==> config.mk <==
export PLATFORM = sky130hd
export DESIGN_NAME = uart_imem_loader_flat
export DESIGN_NICKNAME = d
export VERILOG_FILES = /design/src/rtl/uart_imem_loader_if.sv /design/src/rtl/uart_imem_loader.sv /design/src/flat_wrapper.sv
export SDC_FILE = /design/constraint.sdc
export NUM_CORES = 1
export LEC_CHECK = 0
export ABC_AREA = 1
export CAP_MARGIN = 10
export CORE_ASPECT_RATIO = 0.5
export CORE_MARGIN = 8
export CORE_UTILIZATION = 40
export DETAILED_ROUTE_END_ITERATION = 8
export MAX_ROUTING_LAYER = met4
export SLEW_MARGIN = 20
export SYNTH_ARGS = -nofsm -noshare
export SYNTH_HDL_FRONTEND = slang
export SYNTH_SLANG_ARGS = --single-unit
==> constraint.sdc <==
create_clock -name CLK -period 1.9 [get_ports CLK]
set_input_delay 0.285 -clock CLK [delete_from_list [all_inputs] [get_ports CLK]]
set_output_delay 0.285 -clock CLK [all_outputs]
set_load 0.005 [all_outputs]
==> src/rtl/uart_imem_loader_if.sv <==
// Bus bundle between the UART image loader, the RX pin and the instruction-memory write port.
// The master side is the loader; the slave side is the memory/top-level glue that drives RX.
interface uart_imem_loader_if;
  logic        RX;
  logic        IMEM_WE;
  logic [31:0] IMEM_A;
  logic [31:0] IMEM_WD;
  logic        BUSY;
  logic        DONE;
  logic        ERR;
  logic        CORE_RST_N;

  modport master (
    input  RX,
    output IMEM_WE, IMEM_A, IMEM_WD, BUSY, DONE, ERR, CORE_RST_N
  );

  modport slave (
    output RX,
    input  IMEM_WE, IMEM_A, IMEM_WD, BUSY, DONE, ERR, CORE_RST_N
  );
endinterface

==> src/rtl/uart_imem_loader.sv <==
// UART program-image loader: frame 0xA5, N, 4*N bytes -> N little-endian words written to imem.
// Define LOADER_CHECKSUM_EN to require a trailing XOR-of-all-data-bytes checksum byte.
//
// state   | meaning
// IDLE    | waiting for 0xA5 sync byte, other bytes dropped
// LEN     | expecting word count N (1..MAX_WORDS)
// DATA    | collecting four bytes of the current word
// WRITE   | one-cycle imem write strobe, advance word index
// CSUM    | expecting checksum byte (LOADER_CHECKSUM_EN only)
// FAIL    | load aborted, ERR raised, back to IDLE
module uart_imem_loader #(
  parameter int CLKS_PER_BIT = 87,
  parameter int MAX_WORDS    = 14
) (
  input  logic                      CLK,
  input  logic                      RST_N,
  uart_imem_loader_if.master        bus
);

  localparam int               CNT_W    = $clog2(CLKS_PER_BIT + 1);
  localparam logic [CNT_W-1:0] CNT_FULL = CNT_W'(CLKS_PER_BIT - 1);
  localparam logic [CNT_W-1:0] CNT_HALF = CNT_W'(CLKS_PER_BIT / 2 - 1);
  localparam logic [8:0]       MAX_LEN  = 9'(MAX_WORDS);

  localparam logic [1:0] B_IDLE  = 2'd0;
  localparam logic [1:0] B_START = 2'd1;
  localparam logic [1:0] B_DATA  = 2'd2;
  localparam logic [1:0] B_STOP  = 2'd3;

  localparam logic [2:0] F_IDLE  = 3'd0;
  localparam logic [2:0] F_LEN   = 3'd1;
  localparam logic [2:0] F_DATA  = 3'd2;
  localparam logic [2:0] F_WRITE = 3'd3;
`ifdef LOADER_CHECKSUM_EN
  localparam logic [2:0] F_CSUM  = 3'd4;
`endif
  localparam logic [2:0] F_FAIL  = 3'd5;

  // ---------------- RX synchronizer ----------------
  logic rx_meta_q, rx_sync_q, rx_prev_q;

  always_ff @(posedge CLK or negedge RST_N) begin
    if (!RST_N) begin
      rx_meta_q <= 1'b1;
      rx_sync_q <= 1'b1;
      rx_prev_q <= 1'b1;
    end else begin
      rx_meta_q <= bus.RX;
      rx_sync_q <= rx_meta_q;
      rx_prev_q <= rx_sync_q;
    end
  end

  // ---------------- bit engine ----------------
  logic [1:0]       bstate_q, bstate_d;
  logic [CNT_W-1:0] bcnt_q, bcnt_d;
  logic [2:0]       bidx_q, bidx_d;
  logic [7:0]       shreg_q, shreg_d;
  logic             byte_vld;
  logic             frame_err;

  always_comb begin
    bstate_d  = bstate_q;
    bcnt_d    = bcnt_q;
    bidx_d    = bidx_q;
    shreg_d   = shreg_q;
    byte_vld  = 1'b0;
    frame_err = 1'b0;
    if (bstate_q != B_IDLE && bcnt_q != '0) bcnt_d = bcnt_q - 1'b1;
    case (bstate_q)
      B_IDLE: begin
        if (rx_prev_q && !rx_sync_q) begin
          bstate_d = B_START;
          bcnt_d   = CNT_HALF;
        end
      end
      B_START: begin
        if (bcnt_q == '0) begin
          if (rx_sync_q) begin
            bstate_d = B_IDLE;
          end else begin
            bstate_d = B_DATA;
            bcnt_d   = CNT_FULL;
            bidx_d   = '0;
          end
        end
      end
      B_DATA: begin
        if (bcnt_q == '0) begin
          shreg_d = {rx_sync_q, shreg_q[7:1]};
          bcnt_d  = CNT_FULL;
          bidx_d  = bidx_q + 3'd1;
          if (bidx_q == 3'd7) bstate_d = B_STOP;
        end
      end
      B_STOP: begin
        if (bcnt_q == '0) begin
          bstate_d = B_IDLE;
          if (rx_sync_q) byte_vld  = 1'b1;
          else           frame_err = 1'b1;
        end
      end
      default: bstate_d = B_IDLE;
    endcase
  end

  always_ff @(posedge CLK or negedge RST_N) begin
    if (!RST_N) begin
      bstate_q <= B_IDLE;
      bcnt_q   <= '0;
      bidx_q   <= '0;
      shreg_q  <= '0;
    end else begin
      bstate_q <= bstate_d;
      bcnt_q   <= bcnt_d;
      bidx_q   <= bidx_d;
      shreg_q  <= shreg_d;
    end
  end

  // ---------------- frame FSM ----------------
  logic [2:0]  fstate_q, fstate_d;
  logic [7:0]  len_q, len_d;
  logic [7:0]  idx_q, idx_d;
  logic [1:0]  bytes_q, bytes_d;
  logic [23:0] word_q, word_d;
  logic        last_q, last_d;
  logic        we_q, we_d;
  logic [31:0] addr_q, addr_d;
  logic [31:0] wd_q, wd_d;
  logic        busy_q, busy_d;
  logic        done_q, done_d;
  logic        err_q, err_d;
  logic        core_rst_n_q, core_rst_n_d;
  logic        boot_q;
  logic        go_fail, go_done;
  logic [7:0]  rx_byte;
`ifdef LOADER_CHECKSUM_EN
  logic [7:0]  csum_q, csum_d;
`endif

  assign rx_byte = shreg_q;

  always_comb begin
    fstate_d     = fstate_q;
    len_d        = len_q;
    idx_d        = idx_q;
    bytes_d      = bytes_q;
    word_d       = word_q;
    last_d       = last_q;
    we_d         = 1'b0;
    addr_d       = addr_q;
    wd_d         = wd_q;
    busy_d       = busy_q;
    done_d       = done_q;
    err_d        = err_q;
    core_rst_n_d = core_rst_n_q;
    go_fail      = 1'b0;
    go_done      = 1'b0;
`ifdef LOADER_CHECKSUM_EN
    csum_d       = csum_q;
`endif
    // Out of reset the core is released to run whatever image is resident.
    if (!boot_q) core_rst_n_d = 1'b1;

    case (fstate_q)
      F_IDLE: begin
        if (byte_vld && rx_byte == 8'hA5) begin
          fstate_d     = F_LEN;
          busy_d       = 1'b1;
          core_rst_n_d = 1'b0;
          done_d       = 1'b0;
          err_d        = 1'b0;
          idx_d        = '0;
          bytes_d      = '0;
`ifdef LOADER_CHECKSUM_EN
          csum_d       = '0;
`endif
        end
      end
      F_LEN: begin
        if (frame_err) begin
          go_fail = 1'b1;
        end else if (byte_vld) begin
          if (rx_byte == 8'h00 || {1'b0, rx_byte} > MAX_LEN) begin
            go_fail = 1'b1;
          end else begin
            len_d    = rx_byte;
            fstate_d = F_DATA;
          end
        end
      end
      F_DATA: begin
        if (frame_err) begin
          go_fail = 1'b1;
        end else if (byte_vld) begin
`ifdef LOADER_CHECKSUM_EN
          csum_d = csum_q ^ rx_byte;
`endif
          if (bytes_q == 2'd3) begin
            bytes_d  = '0;
            we_d     = 1'b1;
            addr_d   = 32'({idx_q, 2'b00});
            wd_d     = {rx_byte, word_q};
            fstate_d = F_WRITE;
            last_d   = (idx_q + 8'd1 == len_q);
`ifndef LOADER_CHECKSUM_EN
            // Status flips together with the final strobe.
            go_done  = (idx_q + 8'd1 == len_q);
`endif
          end else begin
            bytes_d = bytes_q + 2'd1;
            word_d  = {rx_byte, word_q[23:8]};
          end
        end
      end
      F_WRITE: begin
        idx_d = idx_q + 8'd1;
        if (last_q) begin
`ifdef LOADER_CHECKSUM_EN
          fstate_d = F_CSUM;
`else
          fstate_d = F_IDLE;
`endif
        end else begin
          fstate_d = F_DATA;
        end
      end
`ifdef LOADER_CHECKSUM_EN
      F_CSUM: begin
        if (frame_err) begin
          go_fail = 1'b1;
        end else if (byte_vld) begin
          if (rx_byte == csum_q) begin
            go_done  = 1'b1;
            fstate_d = F_IDLE;
          end else begin
            go_fail = 1'b1;
          end
        end
      end
`endif
      F_FAIL: fstate_d = F_IDLE;
      default: fstate_d = F_IDLE;
    endcase

    if (go_fail) begin
      fstate_d = F_FAIL;
      busy_d   = 1'b0;
      done_d   = 1'b0;
      err_d    = 1'b1;
    end
    if (go_done) begin
      busy_d       = 1'b0;
      done_d       = 1'b1;
      core_rst_n_d = 1'b1;
    end
  end

  always_ff @(posedge CLK or negedge RST_N) begin
    if (!RST_N) begin
      fstate_q     <= F_IDLE;
      len_q        <= '0;
      idx_q        <= '0;
      bytes_q      <= '0;
      word_q       <= '0;
      last_q       <= 1'b0;
      we_q         <= 1'b0;
      addr_q       <= '0;
      wd_q         <= '0;
      busy_q       <= 1'b0;
      done_q       <= 1'b0;
      err_q        <= 1'b0;
      core_rst_n_q <= 1'b0;
      boot_q       <= 1'b0;
`ifdef LOADER_CHECKSUM_EN
      csum_q       <= '0;
`endif
    end else begin
      fstate_q     <= fstate_d;
      len_q        <= len_d;
      idx_q        <= idx_d;
      bytes_q      <= bytes_d;
      word_q       <= word_d;
      last_q       <= last_d;
      we_q         <= we_d;
      addr_q       <= addr_d;
      wd_q         <= wd_d;
      busy_q       <= busy_d;
      done_q       <= done_d;
      err_q        <= err_d;
      core_rst_n_q <= core_rst_n_d;
      boot_q       <= 1'b1;
`ifdef LOADER_CHECKSUM_EN
      csum_q       <= csum_d;
`endif
    end
  end

  assign bus.IMEM_WE    = we_q;
  assign bus.IMEM_A     = addr_q;
  assign bus.IMEM_WD    = wd_q;
  assign bus.BUSY       = busy_q;
  assign bus.DONE       = done_q;
  assign bus.ERR        = err_q;
  assign bus.CORE_RST_N = core_rst_n_q;

endmodule
==> src/flat_wrapper.sv <==
// flat-port wrapper written by rule: the top's interface ports become plain ports
module uart_imem_loader_flat 
#(
  parameter int CLKS_PER_BIT = 87,
  parameter int MAX_WORDS    = 14
)
  (CLK, RST_N, bus_RX, bus_IMEM_WE, bus_IMEM_A, bus_IMEM_WD, bus_BUSY, bus_DONE, bus_ERR, bus_CORE_RST_N);
  uart_imem_loader_if bus_i ();
  input  logic CLK;
  input  logic RST_N;
  input wire logic [$bits(bus_i.RX)-1:0] bus_RX;
  output wire logic [$bits(bus_i.IMEM_WE)-1:0] bus_IMEM_WE;
  output wire logic [$bits(bus_i.IMEM_A)-1:0] bus_IMEM_A;
  output wire logic [$bits(bus_i.IMEM_WD)-1:0] bus_IMEM_WD;
  output wire logic [$bits(bus_i.BUSY)-1:0] bus_BUSY;
  output wire logic [$bits(bus_i.DONE)-1:0] bus_DONE;
  output wire logic [$bits(bus_i.ERR)-1:0] bus_ERR;
  output wire logic [$bits(bus_i.CORE_RST_N)-1:0] bus_CORE_RST_N;
  assign bus_i.RX = bus_RX;
  assign bus_IMEM_WE = bus_i.IMEM_WE;
  assign bus_IMEM_A = bus_i.IMEM_A;
  assign bus_IMEM_WD = bus_i.IMEM_WD;
  assign bus_BUSY = bus_i.BUSY;
  assign bus_DONE = bus_i.DONE;
  assign bus_ERR = bus_i.ERR;
  assign bus_CORE_RST_N = bus_i.CORE_RST_N;
  uart_imem_loader #(.CLKS_PER_BIT(CLKS_PER_BIT), .MAX_WORDS(MAX_WORDS)) u_core (.CLK(CLK), .RST_N(RST_N), .bus(bus_i));
endmodule
Yosys cells after proc, flatten, opt, wreduce, memory -nomap -nowiden
Index checks and enable logic that the tools add are counted.
{ "totals": {"regBits": 115, "latchBits": 0, "ram_bits": 0, "mem_bits_ro": 0, "input_bits": 3, "out_inout_bits": 69, "wordCells": 150, "memories": 0} }
{ "classes": {"addsub": 4, "n_mul": 0, "div": 0, "order_cmp": 1, "n_eq_ne": 26, "shift": 0, "muxes": 66, "bitwise_logic": 3, "n_reduce_logical": 29} }
{ "ops": {"columns": ["cell", "n"], "rows": [
  ["$mux W7", 5],
  ["$mux W3", 11],
  ["$mux W1", 31],
  ["$mux W2", 11],
  ["$pmux W7 S3", 1],
  ["$reduce_and A4 Y1", 5],
  ["$pmux W8 S2", 1],
  ["$ne A2 B1 Y1 const B", 7],
  ["$ne A3 B1 Y1 const B", 4],
  ["$pmux W3 S4", 1],
  ["$reduce_bool A2 Y1", 6],
  ["$add A8 B1 Y8 const B", 1],
  ["$eq A8 B8 Y1", 1],
  ["$eq A8 B8 Y1 const B", 1],
  ["$gt A8 B4 Y1 const B", 1],
  ["$logic_not A8 Y1", 1],
  ["$mux W8", 1],
  ["$pmux W2 S4", 1],
  ["$reduce_and A2 Y1", 4],
  ["$logic_not A7 Y1", 1],
  ["$reduce_and A7 Y1", 1],
  ["$reduce_bool A7 Y1", 1],
  ["$sub A7 B1 Y7 const B", 1],
  ["$eq A2 B2 Y1 const B", 3],
  ["20 further kinds", 28]
]} }

Logic depth before layout (Yosys ltp)
Gate-level depths: netlist (run 1).
{ "depth": {"word_depth": 8, "ltp_mapped": 11, "depth_no_buf": 11} }

Least setup slack after synthesis (run 1)
Ideal clock, no wire load.
{ "synth_path": {"kind": "register -> register", "from": "register u_core.bcnt_q[0]", "to": "register u_core.word_q[6]", "setup_ns": 0.118, "arrival_time_ns": 1.502, "required_ns": 1.782, "setup_slack_ns": 0.281, "path_stages_with_launch": 11, "n_path_buf": 1, "period_less_slack_ns": 1.619, "cell_sequence": "dfrtp_1 -> inv_1 -> ha_1 -> nand2_1 -> nor2_4 -> nand3_4 -> nor2_4 -> inv_2 -> buf_6 -> nand2_2 -> o21ai_2"} }
{ "synth_between": {"elab_chain_cells": 5, "word_cells_on_any_way": 7, "cone_classes": "mux: 4; bitwise: 1; reduce/logical: 2"} }
{ "synth_lines": {"columns": ["element", "line_no", "source"], "rows": [
  ["start: declaration", "uart_imem_loader.sv:56", "logic [CNT_W-1:0] bcnt_q, bcnt_d;"],
  ["start signal: assignment", "uart_imem_loader.sv:115", "bcnt_q <= bcnt_d;"],
  ["$logic_not A7 Y1 (*)", "uart_imem_loader.sv:97", "if (bcnt_q == '0) begin"],
  ["$mux W1", "uart_imem_loader.sv:97", null],
  ["$mux W1", "uart_imem_loader.sv:70", "case (bstate_q)"],
  ["$not A1 Y1 (no line)", null, null],
  ["$reduce_and A4 Y1 (no line) (*)", null, null],
  ["end signal: assignment", "uart_imem_loader.sv:284", "word_q <= word_d;"],
  ["end: declaration", "uart_imem_loader.sv:126", "logic [23:0] word_q, word_d;"]
]} }
Every way passes the cells marked *; elsewhere a longest branch is shown, timed or not.
A chain may end at the register's enable or synchronous reset.

Worst setup path after layout (run 1)
{ "layout_path": {"from": "register u_core.bcnt_q[1]", "to": "register u_core.idx_q[7]"} }
{ "layout_between": {"elab_chain_cells": 6} }
{ "layout_lines": {"columns": ["element", "line_no", "source"], "rows": [
  ["$logic_not A7 Y1", "uart_imem_loader.sv:97", null],
  ["$mux W1", "uart_imem_loader.sv:97", null],
  ["$mux W1", "uart_imem_loader.sv:70", null],
  ["$logic_and A1 B1 Y1", "uart_imem_loader.sv:168", "if (byte_vld && rx_byte == 8'hA5) begin"],
  ["$ne A2 B1 Y1 (no line)", null, null],
  ["$reduce_and A2 Y1 (no line)", null, null],
  ["end signal: assignment", "uart_imem_loader.sv:282", "idx_q <= idx_d;"],
  ["end: declaration", "uart_imem_loader.sv:124", "logic [7:0] idx_q, idx_d;"]
]} }
No other way between the ends.

==> out/summary.txt, run 1 <==
outcome -> complete, no violations
Die Y -> 96.17 um
Post-Synth Adder-Cell Area -> 0.01460
Synth Area per Inst -> 8.834 sq um
slowest stage delay, CP -> 390 ps
CTS Buf Count -> 17
sw power -> 1.648 mW
Starting Density -> 0.4083
Synth area leaders -> dfrtp_1, nand2_1, inv_1
Max Cap Viol -> 0
share of cells above drive strength 1 -> 0.1180
min Tclk post-route -> 1728 ps
Synth Cell Area -> 5141 sq um
num rows -> 29
largest net degree at the start of global routing -> 53
Post-Route WL -> 10,710 um
mux share of post-synthesis cell area -> 0
predominant post-synthesis flop cell -> dfrtp_1
CTS tree -> yes
die width -> 176.3 um
Clock Path Buffers -> 2
number of vias per cell -> 4.617
Crit path top cell by count -> nand2_1
Int Power -> 4.969 mW
area added between synthesis and finish -> 25.19%
DRT antenna net count -> 0
DRC violations left -> 0
Sw Share -> 0.2490
final hold violation count -> 0
initial antenna violation count -> 0
die area -> 16,960 sq um
critical path capture point type -> flop
# fillers -> 1,164
Gate Count Post-Synth -> 582
fin crit share -> 0.9096
io pins -> 72
largest family of logic cells by synthesized area -> simple AND/OR/NAND/NOR gates
Critical Path, Cell by Cell -> inv_1 > ha_1 > nand2_1 > nor2_4 > nand3_4 > inv_1 > nand2_1 > nand2_1 > o22ai_1
sequential share of power -> 0.400
Post-synth EDFFs -> 0
DR iter-0 viols -> 279
Final #Nets -> 657
FFs w/ async S/R, synth -> 1.000
DP Wirelength -> 7639 um
Seq/Total Area, Yosys -> 0.5605
power density over the cells -> 1028 nW/um^2
setup violators final -> 0
pre-CTS setup slack -> 136.2 ps
clock slew at reported path FFs -> 60 ps
WP data required -> 2170 ps
Root Buffer Master -> clkbuf_16
global-route wire length before repair -> 18,640 um
crit path launch type -> flop
fmax -> 0.5786 GHz
# clock sinks -> 115
leakage -> 3.050 nW
Clk pwr share -> 0.512
Overall Global Routing Usage -> 0.1432
leading area contributor after synthesis -> dfrtp_1
DR vias -> 3,837
Hold Path Depth -> 1
Synth Area in Simple Gates -> 0.2061
compound-gate portion of the synthesized area -> 0.1076
H-tree levels -> 4
synth warn -> 0
Pre-Repair DR Iteration Count -> 4
# diodes -> 0
Setup CP Type -> reg -> reg
crit-path max FO -> 7
core area -> 12,590 sq um
maximum vdd drop -> 0.4328 mV
#FFs+latches synth -> 115
max-slew violation count -> 0
gpl congestion -> 0.8905
R2R depth -> 9
final clock skew -> 8.976 ps
Crit-path slowest cell -> dfrtp_1
xor and xnor area share after synthesis -> 0.01022
Avg WL per Cell -> 12.88 um
gr ovfl total -> 0
RSZ-0062 raised after global routing -> false
PortBufs -> 47
Comb pwr share -> 0.088
vias in the first global route -> 3,817
Setup Total Neg Slack -> 0 ps
class of the worst hold path -> in -> reg
synth unique cells -> 33
top cell type's share of synthesized area -> 0.5451
final setup margin -> 171.8 ps
worst skew pair latency -> 410 ps
WP data arrival -> 1990 ps
[sequential cells by signal, summed over array words and instances, names as in the netlist, named ones only]
register,cells
u_core.bus.IMEM_WD,32
u_core.word_q,24
u_core.bus.IMEM_A,8
u_core.idx_q,8
u_core.len_q,8
u_core.rx_byte,8
u_core.bcnt_q,7
u_core.bidx_q,3
u_core.fstate_q,3
u_core.bytes_q,2
u_core.boot_q,1
u_core.bstate_q,1
u_core.bus.BUSY,1
u_core.bus.CORE_RST_N,1
u_core.bus.DONE,1
u_core.bus.ERR,1
u_core.bus.IMEM_WE,1
u_core.last_q,1
u_core.rx_meta_q,1
u_core.rx_prev_q,1
u_core.rx_sync_q,1
[area by class of cell]
type                       instances  area [sq um]  area share
clock buffer                      17         425.4     0.06610
clock inverter                    15         202.7     0.03149
inverter                          67         251.5     0.03907
multi-input combinational        385          1842      0.2862
sequential                       115          2882      0.4477
tap                              170         212.7     0.03305
timing repair buffer              62         620.6     0.09642
[metrics by stage]
step	power [mW]	cells	area, sq um	hold slack (ps)	utilization
floorplan	3.118	605	5228	-10.59	-
global placement	3.265	798	5791	182.0	0.4599
detailed placement	3.270	798	5791	179.2	0.4599
CTS	6.693	831	6429	266.7	0.5106
global route	6.927	831	6436	264.7	0.5112
finish	6.617	831	6436	285.0	0.5112
[power groups by stage]
stage / sequential (mW) / clock [mW] / combinational [mW]
3_3_place_gp: 2.69 / 0 / 0.574
6_report: 2.65 / 3.39 / 0.581
2_1_floorplan: 2.68 / 0 / 0.437
5_1_grt: 2.67 / 3.58 / 0.684
3_5_place_dp: 2.69 / 0 / 0.578
4_1_cts: 2.65 / 3.46 / 0.583
[cell families (layout without fill, tap and decap cells)]
kind of cell	Yosys count	after routing
AOI/OAI and AO/OA	99	99
xor gates and xnor gates	6	6
adders and majority gates	6	6
buffers and inverters	105	161
DFF	115	115
other	2	25
and+or+nand+nor	249	249
[layer usage]
| layer | part of all wire | track usage |
|---|---|---|
| met4 | 0.011 | 0.05629 |
| met1 | 0.51 | 0.1826 |
| met3 | 0.056 | 0.03720 |
| met5 | 0 | - |
| met2 | 0.43 | 0.2172 |
[synth_stat cells, types with 2 or more instances]
cell type and instances:
nand3_1 20, inv_1 62, o21ai_2 8, o21ai_0 40, buf_4 26, dfstp_2 3, a21oi_1 6, o22ai_1 8
nand4_1 6, o21ai_1 31, dfrtp_1 112, a22o_1 2, nor2_2 3, nand2_1 179, nor2_4 5, nand2_2 3
nand3b_1 4, nor2_1 26, xor2_1 5, inv_2 5, buf_2 10, conb_1 2, ha_1 6
[timing repair]
item | CTS | global route
hold buffers | 1 | 0
buffers inserted | 0 | 0
gates resized for setup | 0 | 3
hold endpoints to repair | 14 | 0
endpoints found under the setup margin | 0 | 12
[worst paths after layout]
kind	from	slack, ps	to
setup / recovery	u_core.bcnt_q[1]	170	u_core.idx_q[7]
hold reg to reg	u_core.rx_meta_q	360	u_core.rx_sync_q
hold / removal	bus_RX	280	u_core.rx_meta_q
max in group asynchronous	RST_N	1020	u_core.bus.IMEM_A[4]
min in group asynchronous	RST_N	320	u_core.bus.ERR
setup reg to reg	u_core.bcnt_q[1]	170	u_core.idx_q[7]
[cell usage in the layout, fill, tap and decap left out, drive strengths merged]
| cell type | n |
|---|---|
| xnor2 | 1 |
| o211ai | 1 |
| dfrtp | 112 |
| o22ai | 8 |
| buf | 15 |
| o21ai | 79 |
| clkdlybuf4s50 | 46 |
| dlygate4sd3 | 1 |
| bufinv | 4 |
| dfstp | 3 |
| clkbuf | 17 |
| conb | 25 |
| o2111ai | 1 |
| a31oi | 1 |
| xor2 | 5 |
| a21oi | 6 |
| nand3 | 21 |
| a22o | 2 |
| clkinvlp | 2 |
| and2 | 1 |
| inv | 71 |
| clkinv | 5 |
| nand3b | 4 |
| o21bai | 1 |
| nand4 | 6 |
| nor3 | 1 |
| ha | 6 |
| nor2 | 34 |
| nand2 | 182 |
[critical path: cells and delay by family, from the launching register on]
family	cells	cell delay, ps
adders and majority gates	1	140
DFF	1	390
and+or+nand+nor	5	730
AOI/OAI and AO/OA	1	120
buffers and inverters	2	210
No activity file was read; power rests on OpenSTA's default activity.
==> inputs of run 2 (changes only) <==
--- a/config.mk
+++ b/config.mk
@@ -12,6 +12,7 @@
 export CORE_UTILIZATION = 40
 export DETAILED_ROUTE_END_ITERATION = 8
 export MAX_ROUTING_LAYER = met4
+export REMOVE_ABC_BUFFERS = 1
 export SLEW_MARGIN = 20
 export SYNTH_ARGS = -nofsm -noshare
 export SYNTH_HDL_FRONTEND = slang
==> constraint.sdc (replaced) <==
create_clock -name CLK -period 1.5 [get_ports CLK]
set_input_delay 0.225 -clock CLK [delete_from_list [all_inputs] [get_ports CLK]]
set_output_delay 0.225 -clock CLK [all_outputs]
set_load 0.005 [all_outputs]
==> run 2 against run 1 <==
Effect of this change: the run now ends with setup timing left; clock skew grew 1.6 ps; clock-buffer cell count grew 2; wire length grew 11%; global-route usage grew 0.20 points; sequential share of layout area shrank 4.5 points; largest power group unchanged.
==> out/summary.txt, run 2 (same netlist as run 1, synthesis figures left out) <==
die width -> 176.3 um
flip-flop count of the largest register after layout -> 32
# clock sinks -> 115
Overall Global Routing Usage -> 0.1452
gr ovfl total -> 0
critical path capture point type -> flop
largest net degree at the start of global routing -> 53
PortBufs -> 47
worst skew pair latency -> 410 ps
die area -> 16,960 sq um
power density over the cells -> 1172 nW/um^2
Final #Nets -> 712
DR vias -> 4,131
final core occ -> 0.5689
Setup CP Type -> reg -> reg
Die Y -> 96.17 um
max-slew violation count -> 0
HP Start -> bus_RX
fmax -> 0.5841 GHz
vias in the first global route -> 4,060
DRC violations left -> 0
area added between synthesis and finish -> 39.33%
clock slew at reported path FFs -> 50 ps
initial antenna violation count -> 0
io pins -> 72
Pre-Repair DR Iteration Count -> 4
WP depth -> 10
# diodes -> 0
minimum hold slack -> 232.3 ps
fin crit share -> 1.141
Root Buffer Master -> clkbuf_16
crit-path max FO -> 21
R2R Path End -> u_core.bus.IMEM_A[9]
DP Wirelength -> 7937 um
num rows -> 29
H-tree levels -> 4
commonest non-fill, non-tap cell in the layout -> nand2_1
share of cells above drive strength 1 -> 0.2570
DRT antenna net count -> 0
failing checks -> setup timing
Hold Path End -> u_core.rx_meta_q
Crit-path slowest cell -> dfrtp_1
RR Startpoint -> u_core.bcnt_q[0]
CTS tree -> yes
Hold Path Depth -> 1
maximum vdd drop -> 0.7869 mV
WP data arrival -> 2010 ps
outcome -> finished with violations
Setup Total Neg Slack -> -13,440 ps
Avg WL per Cell -> 13.38 um
global-route wire length before repair -> 19,170 um
Crit path top cell by count -> nor2_4
gpl congestion -> 0.8536
Max Cap Viol -> 0
slowest stage delay, CP -> 380 ps
final hold violation count -> 0
DR iter-0 viols -> 199
RSZ-0062 raised after global routing -> true
final clock skew -> 10.53 ps
CTS Buf Count -> 17
core area -> 12,590 sq um
Worst R2R Setup Slack -> -210 ps
leakage -> 3.795 nW
crit path launch type -> flop
cell family with most CP delay -> simple AND/OR/NAND/NOR gates
highest-count cells in the layout ignoring fill and taps -> nand2_1, dfrtp_1, inv_1
Clock Path Buffers -> 2
Post-Route WL -> 11,860 um
setup violators final -> 89
Starting Density -> 0.4083
final setup margin -> -212.0 ps
min Tclk post-route -> 1712 ps
class of the worst hold path -> in -> reg
number of vias per cell -> 4.663
Critical Path, Cell by Cell -> inv_2 > ha_4 > nand2_4 > nor2_4 > nand3_4 > nor2_4 > inv_4 > clkbuf_16 > nand2_1 > o21ai_1
R2R depth -> 10
worst path bufs/invs -> 3
WP data required -> 1790 ps
## run 2: how the worst max path moves through the flow
| stage | from | to |
|---|---|---|
| 6_report | u_core.bcnt_q[0] | u_core.bus.IMEM_A[9] |
| 5_1_grt | u_core.bcnt_q[0] | u_core.bus.IMEM_WD[26] |
| 4_1_cts | u_core.bcnt_q[0] | u_core.bus.IMEM_WD[19] |
| 3_5_place_dp | u_core.bcnt_q[0] | u_core.idx_q[6] |
| 3_3_place_gp | u_core.bcnt_q[0] | u_core.idx_q[6] |
| 2_1_floorplan | u_core.bcnt_q[0] | u_core.word_q[0] |
## run 2: final cells by class
cell class                      count  area [sq um]
Fill cell                        1107          5428
Multi-Input combinational cell    385          2098
Timing Repair Buffer              116          1130
Clock inverter                     13         127.6
Tap cell                          170         212.7
Timing Repair inverter              1         3.754
Clock buffer                       19         442.9
Inverter                           67         266.5
Sequential cell                   115          2882
## run 2: power by group
part	leakage [nW]	switching, mW	internal, mW
Clock	0.276	1.50	2.34
Combinational	1.95	0.663	0.542
Sequential	1.57	0.102	3.24
## run 2: metrics by stage
step / power, mW / std cells / setup slack [ps] / area [sq um]
2_1_floorplan: 3.904 / 567 / -437.7 / 4967
3_3_place_gp: 4.338 / 837 / -231.2 / 6108
3_5_place_dp: 4.352 / 837 / -266.7 / 6108
4_1_cts: 8.295 / 876 / -166.9 / 6755
5_1_grt: 8.777 / 886 / -295.6 / 7163
6_report: 8.396 / 886 / -212.0 / 7163
## run 2: what timing repair did
action | 4_1_cts | 5_1_grt
endpoints found under the setup margin | 138 | 125
resized for setup | 52 | 99
hold endpoints to repair | 112 | 0
setup buffers | 5 | 7
pin swaps | 5 | 8
hold buffers | 1 | 0
gates cloned | 1 | 3
## run 2: layer usage
layer | vias to the layer above | wire length [um] | GRT usage
li1 | 2062 | - | -
met1 | 1986 | 5633 | 0.1787
met2 | 71 | 5480 | 0.2281
met3 | 12 | 608 | 0.04385
met4 | 0 | 132 | 0.04795
met5 | - | 0 | -
==> inputs of run 3 (changes only) <==
--- a/config.mk
+++ b/config.mk
@@ -5,11 +5,10 @@
 export SDC_FILE = /design/constraint.sdc
 export NUM_CORES = 1
 export LEC_CHECK = 0
-export ABC_AREA = 1
 export CAP_MARGIN = 10
 export CORE_ASPECT_RATIO = 0.5
 export CORE_MARGIN = 8
-export CORE_UTILIZATION = 40
+export CORE_UTILIZATION = 30
 export DETAILED_ROUTE_END_ITERATION = 8
 export MAX_ROUTING_LAYER = met4
 export REMOVE_ABC_BUFFERS = 1
==> run 3 against run 2 <==
Effect of this change: the run still ends with setup timing left; clock power rose by 10%; wire length rose by 22%; register-to-register slack got worse by 350 ps; synthesized area rose by 0.49%; maximum frequency fell by 17%; power rose by 7.9%; critical path depth did not move; setup slack got worse by 350 ps; synthesized cell count fell by 28%; via count fell by 6.1%; worst hold slack got worse by 2.8 ps; largest cell class unchanged; highest routed layer unchanged.
==> out/summary.txt, run 3 <==
Synth area leaders -> dfrtp_1, mux2_2, buf_4
predominant post-synthesis flop cell -> dfrtp_1
final core occ -> 0.4573
initial antenna violation count -> 0
power density over the cells -> 1158 nW/um^2
setup violators final -> 111
outcome -> finished with violations
DRT antenna net count -> 0
num rows -> 34
largest net degree at the start of global routing -> 33
Synth Cell Area -> 5166 sq um
CTS tree -> yes
leading area contributor after synthesis -> dfrtp_1
worst skew pair latency -> 410 ps
Overall Global Routing Usage -> 0.1370
Worst R2R Setup Slack -> -560 ps
Post-synth EDFFs -> 0
DRC violations left -> 0
core area -> 17,100 sq um
WP data required -> 1790 ps
R2R depth -> 10
Avg WL per Cell -> 17.41 um
max-slew violation count -> 0
number of vias per cell -> 4.655
DR iter-0 viols -> 251
# fillers -> 1,605
# clock sinks -> 115
Crit path top cell by count -> buf_4
maximum vdd drop -> 0.7954 mV
Synth Area per Inst -> 12.36 sq um
gpl congestion -> 0.8695
share of cells above drive strength 1 -> 0.4691
Post-Route WL -> 14,500 um
die area -> 21,930 sq um
R2R Path End -> u_core.fstate_q[1]
synth unique cells -> 52
synth warn -> 0
flip-flop count of the largest register after layout -> 32
FFs w/ async S/R, synth -> 1.000
RSZ-0062 raised after global routing -> true
global-route wire length before repair -> 22,460 um
die width -> 201.6 um
Hold Path End -> u_core.rx_meta_q
DP Wirelength -> 9400 um
count leader, synth -> dfrtp_1
Worst Tran Pin Value -> 507.6 ps
class of the worst hold path -> in -> reg
leakage -> 3.987 nW
H-tree levels -> 4
failing checks -> setup timing
DR vias -> 3,878
Setup CP Type -> reg -> reg
Critical Path, Cell by Cell -> inv_2 > ha_4 > nor4b_4 > buf_4 > buf_6 > nand3_1 > and2_1 > a2111oi_1 > buf_4 > nor4_1
clock slew at reported path FFs -> 50 ps
CTS Buf Count -> 17
Worst slew margin -> 0.6616
pre-CTS setup slack -> -697.2 ps
final clock skew -> 10.35 ps
vias in the first global route -> 4,023
Gate Count Post-Synth -> 418
#FFs+latches synth -> 115
crit path launch type -> flop
Hold Path Depth -> 1
critical path capture point type -> flop
PortBufs -> 47
commonest cells in the netlist -> dfrtp_1, mux2_2, buf_4, nand2_1, nor2_1
min Tclk post-route -> 2064 ps
Max Cap Viol -> 0
Final #Nets -> 595
top cell type's share of synthesized area -> 0.5425
Seq/Total Area, Yosys -> 0.5578
Crit-path slowest cell -> a2111oi_1
final hold violation count -> 0
final setup margin -> -563.6 ps
crit-path max FO -> 3
Root Buffer Master -> clkbuf_16
Clock Path Buffers -> 2
slowest stage delay, CP -> 390 ps
Starting Density -> 0.3021
# diodes -> 0
commonest non-fill, non-tap cell in the layout -> dfrtp_1
highest-count cells in the layout ignoring fill and taps -> dfrtp_1, buf_4, mux2_2
RR Startpoint -> u_core.bcnt_q[1]
area added between synthesis and finish -> 51.39%
HP Start -> bus_RX
Die Y -> 108.8 um
io pins -> 72
WP data arrival -> 2360 ps
fin crit share -> 1.376
Pre-Repair DR Iteration Count -> 4
fmax -> 0.4846 GHz
gr ovfl total -> 0
run 3: changes by cell type after synthesis, moves of 8 or more:
cell | before | now
o22ai_1 | 8 | 0
nand2_1 | 179 | 26
mux2_2 | 0 | 78
buf_2 | 10 | 2
o21ai_1 | 31 | 0
o21ai_0 | 40 | 14
o21ai_2 | 8 | 0
nand3_1 | 20 | 10
clkbuf_1 | 1 | 12
inv_1 | 62 | 7
run 3: how the worst max path moves through the flow:
stage,start,end,depth (start not counted),slack [ps]
after floorplan,u_core.bcnt_q[0],u_core.bus.BUSY,7,-1650
final,u_core.bcnt_q[1],u_core.fstate_q[1],10,-560
after global routing,u_core.bcnt_q[1],u_core.fstate_q[1],10,-620
after detailed placement,u_core.bcnt_q[0],u_core.len_q[2],7,-700
after global placement,u_core.bcnt_q[0],u_core.len_q[2],7,-550
after CTS,u_core.bcnt_q[0],u_core.len_q[3],8,-520
run 3: area by class of cell:
type | count | area (sq um) | area share
Inverter | 7 | 26.28 | 0.003359
Clock buffer | 22 | 464.2 | 0.05935
Multi-Input combinational cell | 278 | 2419 | 0.3092
Tap cell | 234 | 292.8 | 0.03743
Sequential cell | 115 | 2882 | 0.3684
Clock inverter | 10 | 155.1 | 0.01984
Timing Repair Buffer | 167 | 1583 | 0.2024
run 3: power by group:
part	switching (mW)	internal, mW	total [mW]	leakage (nW)
combinational	0.742	0.731	1.47	2.12
sequential	0.100	3.23	3.33	1.57
clock	1.40	2.85	4.25	0.300
total	2.24	6.82	9.06	3.99
run 3: routing by layer:
metal  part of all wire  GRT usage
met2               0.44     0.1898
met4              0.013    0.04821
met1               0.50     0.1884
met5                  0          -
met3              0.055    0.03855
run 3: logic make-up (layout without fill, tap and decap cells):
kind of cell,Yosys count,in the layout,share of synthesized area
adders and majority gates,6,6,0.01453
DFF,115,115,0.5578
xor gates and xnor gates,11,11,0.01865
muxes,78,78,0.1700
AOI/OAI and AO/OA,49,49,0.06442
buffers and inverters,48,206,0.05570
other,2,25,0.001454
and+or+nand+nor,109,109,0.1175
run 3: stage by stage:
| stage | hold slack (ps) | instances | setup TNS (ps) | instance area [sq um] | power, mW |
|---|---|---|---|---|---|
| 2_1_floorplan | -70.59 | 400 | -98960 | 4991 | 3.867 |
| 3_3_place_gp | 203.1 | 769 | -46250 | 6437 | 4.440 |
| 5_1_grt | 208.3 | 833 | -50560 | 7821 | 9.422 |
| 6_report | 229.5 | 833 | -42810 | 7821 | 9.058 |
| 4_1_cts | 213.2 | 826 | -41540 | 7665 | 8.985 |
| 3_5_place_dp | 206.2 | 769 | -54580 | 6437 | 4.477 |
run 3: timing repair:
| item | in CTS | in global routing |
|---|---|---|
| endpoints found under the hold margin | 22 | 0 |
| hold buffers | 1 | 0 |
| cloned | 8 | 0 |
| pin swaps | 18 | 25 |
| setup endpoints to repair | 153 | 114 |
| resized for setup | 118 | 47 |
| setup buffers | 19 | 14 |
run 3: critical path, delay by kind of cell (launching register included):
kind / cells / cell delay (ps)
fa+ha+maj: 1 / 120
buf+inv: 4 / 530
compound gates: 1 / 390
flops: 1 / 380
simple gates: 4 / 530
